$ cat src/rtl/md_issue_ctrl.sv
// Pipeline-side requester for the multiply/divide unit: issues MD ops, forwards MT writes,
// returns HI/LO for MF reads and stalls the E stage while the unit cannot serve a request.
module md_issue_ctrl #(
    parameter int unsigned TIMEOUT = 16,
    parameter int unsigned CNT_W   = 5
) (
    input  logic        Clk,
    input  logic        Reset,
    input  logic        req_valid,
    input  logic [3:0]  req_op,
    input  logic [31:0] req_a,
    input  logic [31:0] req_b,
    output logic        stall,
    output logic        rd_valid,
    output logic [31:0] rd_data,
    output logic        md_start,
    output logic [2:0]  md_mdop,
    output logic [1:0]  md_mtop,
    output logic [31:0] md_a1,
    output logic [31:0] md_a2,
    input  logic        md_busy,
    input  logic [31:0] md_hi,
    input  logic [31:0] md_lo,
    output logic        timeout_err
);

    localparam logic [3:0] OpMult  = 4'd1;
    localparam logic [3:0] OpMultu = 4'd2;
    localparam logic [3:0] OpDiv   = 4'd3;
    localparam logic [3:0] OpDivu  = 4'd4;
    localparam logic [3:0] OpMadd  = 4'd5;
    localparam logic [3:0] OpMthi  = 4'd6;
    localparam logic [3:0] OpMtlo  = 4'd7;
    localparam logic [3:0] OpMfhi  = 4'd8;
    localparam logic [3:0] OpMflo  = 4'd9;

    localparam logic [CNT_W-1:0] TimeoutCnt = CNT_W'(TIMEOUT);

    typedef enum logic [1:0] {
        StIdle,
        StIssue,
        StWait
    } state_e;

    state_e           state_q, state_d;
    logic [2:0]       op_q, op_d;
    logic [31:0]      a_q, a_d;
    logic [31:0]      b_q, b_d;
    logic [CNT_W-1:0] cnt_q, cnt_d;
    logic             err_q, err_d;

    logic       is_md, is_mt, is_mf;
    logic       free, accept;
    logic [2:0] mdop_enc;

    // Request decode
    always_comb begin
        is_md    = 1'b0;
        is_mt    = 1'b0;
        is_mf    = 1'b0;
        mdop_enc = 3'b000;
        unique case (req_op)
            OpMult:  begin is_md = 1'b1; mdop_enc = 3'b001; end
            OpMultu: begin is_md = 1'b1; mdop_enc = 3'b010; end
            OpDiv:   begin is_md = 1'b1; mdop_enc = 3'b011; end
            OpDivu:  begin is_md = 1'b1; mdop_enc = 3'b100; end
            OpMadd:  begin is_md = 1'b1; mdop_enc = 3'b101; end
            OpMthi, OpMtlo: is_mt = 1'b1;
            OpMfhi, OpMflo: is_mf = 1'b1;
            default: ;
        endcase
    end

    // Unknown and NOP ops never stall, so they are trivially "accepted" and dropped.
    assign free   = (state_q == StIdle) && !md_busy;
    assign stall  = req_valid && (is_md || is_mt || is_mf) && !free;
    assign accept = req_valid && !stall;

    always_ff @(posedge Clk) begin
        if (Reset) begin
            state_q <= StIdle;
            op_q    <= 3'b000;
            a_q     <= '0;
            b_q     <= '0;
            cnt_q   <= '0;
            err_q   <= 1'b0;
        end else begin
            state_q <= state_d;
            op_q    <= op_d;
            a_q     <= a_d;
            b_q     <= b_d;
            cnt_q   <= cnt_d;
            err_q   <= err_d;
        end
    end

    always_comb begin
        state_d = state_q;
        op_d    = op_q;
        a_d     = a_q;
        b_d     = b_q;
        cnt_d   = cnt_q;
        err_d   = err_q;
        unique case (state_q)
            StIdle: begin
                if (accept && is_md) begin
                    op_d    = mdop_enc;
                    a_d     = req_a;
                    b_d     = req_b;
                    state_d = StIssue;
                end
            end
            StIssue: begin
                cnt_d   = '0;
                state_d = StWait;
            end
            StWait: begin
                cnt_d = cnt_q + 1'b1;
                if (!md_busy) begin
                    state_d = StIdle;
                end else if (cnt_q == TimeoutCnt) begin
                    // Give up on a hung unit so the pipeline is not frozen forever.
                    err_d   = 1'b1;
                    state_d = StIdle;
                end
            end
            default: state_d = StIdle;
        endcase
    end

    always_comb begin
        md_start = 1'b0;
        md_mdop  = 3'b000;
        md_mtop  = 2'b00;
        md_a1    = a_q;
        md_a2    = b_q;
        rd_valid = 1'b0;
        rd_data  = '0;
        if (state_q == StIssue) begin
            md_start = 1'b1;
            md_mdop  = op_q;
        end
        if (accept && is_mt) begin
            md_mtop = (req_op == OpMthi) ? 2'b01 : 2'b10;
            md_a1   = req_a;
        end
        if (accept && is_mf) begin
            rd_valid = 1'b1;
            rd_data  = (req_op == OpMfhi) ? md_hi : md_lo;
        end
    end

    assign timeout_err = err_q;

endmodule

$ cat config.mk
export PLATFORM = sky130hd
export DESIGN_NAME = md_issue_ctrl
export DESIGN_NICKNAME = d
export VERILOG_FILES = /design/src/rtl/md_issue_ctrl.sv
export SDC_FILE = /design/constraint.sdc
export NUM_CORES = 1
export LEC_CHECK = 0
export CORE_UTILIZATION = 37
export DETAILED_ROUTE_END_ITERATION = 16
export PLACE_DENSITY = 0.9
export SLEW_MARGIN = 10
export SYNTH_ARGS = -nofsm -noshare
export SYNTH_HDL_FRONTEND = slang
export SYNTH_SLANG_ARGS = --single-unit
$ cat constraint.sdc
create_clock -name Clk -period 2.3 [get_ports Clk]
set_clock_uncertainty 0.1 [all_clocks]
set_input_delay 0.46 -clock Clk [delete_from_list [all_inputs] [get_ports Clk]]
set_output_delay 0.46 -clock Clk [all_outputs]
set_load 0.005 [all_outputs]
==> out/metrics.cfg <==
[sta]
finalCritPeriodShare_pct = 114
finalHoldViolations = 0
relSlewSlack_pct = 69.1
fin_crit_ns = 2.63
max_freq_mhz = 381
rsz0062_at_grt = yes
worst_pin_slew_ns = 0.458
setup_viol = 67
final.setup.tns_ns = -16.41
fin_ws_ns = -0.326
drv_slew = 0

[logic_synthesis]
syn-num-nets = 608
ys_ff_latch = 75
yosysMostFrequentCell = nand2_1
synth_cell_types = 31
synth_common_cells = 134 x nand2_1, 75 x dfxtp_1, 68 x a21oi_1
syn_area_mm2 = 0.00389
yosysWarnings = 0
syn_avg_cell_area_um2 = 8.35
async_flop_share_pct = 0
synth_edf_count = 0
ys_top_cells_by_area = dfxtp_1 39%, nand2_1 13%, mux2_4 11%
synthCells = 466
synth_largest_area_cell = dfxtp_1
synth_ff_type = dfxtp_1
yosysSeqAreaShare_pct = 38.6
yosys.area.top_type_share_pct = 38.6

[power]
ir_drop_v = 0.000203
powerDensity_mw_per_mm2 = 408
power.leakage_nw = 2.99

[floorplanning]
die_x_um = 105
start_util_pct = 37.9
core_area_mm2 = 0.0103
dieArea_mm2 = 0.0109
row_count = 37
ios = 241
die_h_um = 105

[place]
hpwl_um = 9670
finalWeightedCongestion = 0.915
io_buffers = 240
place_ws_ns = -0.720

[clock_network]
clock_sinks = 75
h-tree-depth = 3
worstSkewPairLatency_ns = 0.33
cts_tree = done
clock_path_buffers = 2
cts-hold-fix-buffers = 0
numCtsBuffers = 9
clkTransAtPathRegs_ns = 0.07
root_buffer = clkbuf_8

[setup_path]
critPathLaunchType = register
critPathKind = register to output port
crit_top_cell = buf_6
crit_family = buffers and inverters
worst_ep_required_time_ns = 1.74
end_kind = output port
crit_buf_inv = 5
worstPathCellList = inv_2 > ha_4 > and3b_2 > and3_4 > buf_6 > buf_8 > buf_4 > mux2_4 > buf_6
max_stage_delay_ns = 0.34
cp_max_fo = 4
arrival_ns = 2.07
cp_slowest_cell = dfxtp_2

[cells_and_area]
num-nets-final = 887
fin_util_pct = 70.5
drive_gt1_share_pct = 29.4
syn2layout_area_growth_pct = 86.2

[outcome]
violations = setup timing
run_status = finished, violations left

[global_route]
grt_pass1_vias = 4378
grt_pass1_wl_um = 21600
grt.total_usage_pct = 25.1
grt_antenna_before_repair = 1
overflow = 0
grt_max_degree = 43

[route]
num_vias = 4366
final_antenna_net_count = 0
drtIter0Drc = 205
post_drt_wl_per_cell_um = 15.9
drcViolationCount = 0
first_pass_iters = 5
viasPerCell = 4.93
drt_wl_total_um = 14100

[worst_hold_path]
min_path_type = register to register

[job]
maxCapViolations = 0

[cell families (layout without fill, tap and decap cells)]
group,count (synthesis),count (layout),synth area share [%]
and+or+nand+nor,198,198,20.9
AOI/OAI and AO/OA,75,75,9.94
DFF,75,75,38.6
muxes,67,67,21.0
buffers and inverters,41,323,6.78
adders and majority gates,6,6,1.93
xor gates and xnor gates,4,4,0.900
other,0,1,0
[area by class of cell]
type	instances	area [um^2]
multi-input combinational	350	2320
clock buffer	10	128
inverter	7	26.3
antenna	1	2.50
clock inverter	4	20.0
fill	743	3030
tap	136	170
timing repair buffer	302	3080
sequential	75	1500
[worst min-delay path: stages (launching register included)]
cell and delay (ns):
dfxtp_1 0.31, nand2_1 0.05, a21oi_1 0.05
[placed cells by master, fill, tap and decap left out, types with 3 or more instances in the layout]
cell / netlist / layout
clkdlybuf4s50_1: 0 / 162
nor2_4: 0 / 11
mux2_4: 28 / 32
nand2_1: 134 / 134
a21oi_1: 68 / 68
nor2_2: 0 / 17
mux2i_1: 35 / 35
buf_4: 1 / 19
ha_1: 6 / 4
clkinv_2: 0 / 4
inv_1: 7 / 5
buf_12: 0 / 12
xor2_1: 3 / 3
and2_1: 4 / 3
nor2_1: 41 / 13
dlygate4sd2_1: 0 / 5
clkdlybuf4s15_1: 0 / 3
clkbuf_8: 0 / 9
buf_16: 0 / 4
nand2b_1: 5 / 5
dfxtp_1: 75 / 73
buf_6: 13 / 60
buf_2: 7 / 34
[metrics by stage]
stage,instance area (um^2),hold slack [ns],total power [mW],instances
after global placement,6500,0.336,2.05,832
final,7250,0.354,2.95,885
after global routing,7250,0.369,3.08,885
after detailed placement,6500,0.344,2.07,832
after CTS,7190,0.357,2.95,883
after floorplan,3890,0.327,1.64,466
[final timing paths]
path          endpoint  startpoint  slack [ns]  cells past startpoint
max          md_a1[26]  state_q[1]       -0.33                      9
min reg2reg  md_a2[14]   md_a2[14]        0.35                      2
max reg2reg    a_q[12]  state_q[1]        0.32                     10
min          md_a2[14]   md_a2[14]        0.35                      2
[state kept, by name, indices dropped and copies added, names as in the netlist]
register / count
md_a2: 32
timeout_err: 1
op_q: 3
a_q: 32
state_q: 2
cnt_q: 5
[report_power, final]
part,switching (mW),internal [mW],leakage [nW]
clock,0.456,0.373,0.0815
combinational,0.286,0.474,2.30
sequential,0.0251,1.34,0.608
total,0.767,2.19,2.99
[routing by layer]
layer  share of wire (%)  global-route usage, %
met1                  35                   24.5
met2                  56                   48.9
met4                 3.5                   13.6
met3                 5.2                   5.24
met5                   0                      0
[timing repair]
item                       in CTS  in global routing
resized for setup             383                 26
gates cloned                    6                  0
pin swaps                      29                  4
setup endpoints to repair      71                 68
buffers inserted               31                  4
Note: power is estimated with default switching activity, not from simulation.
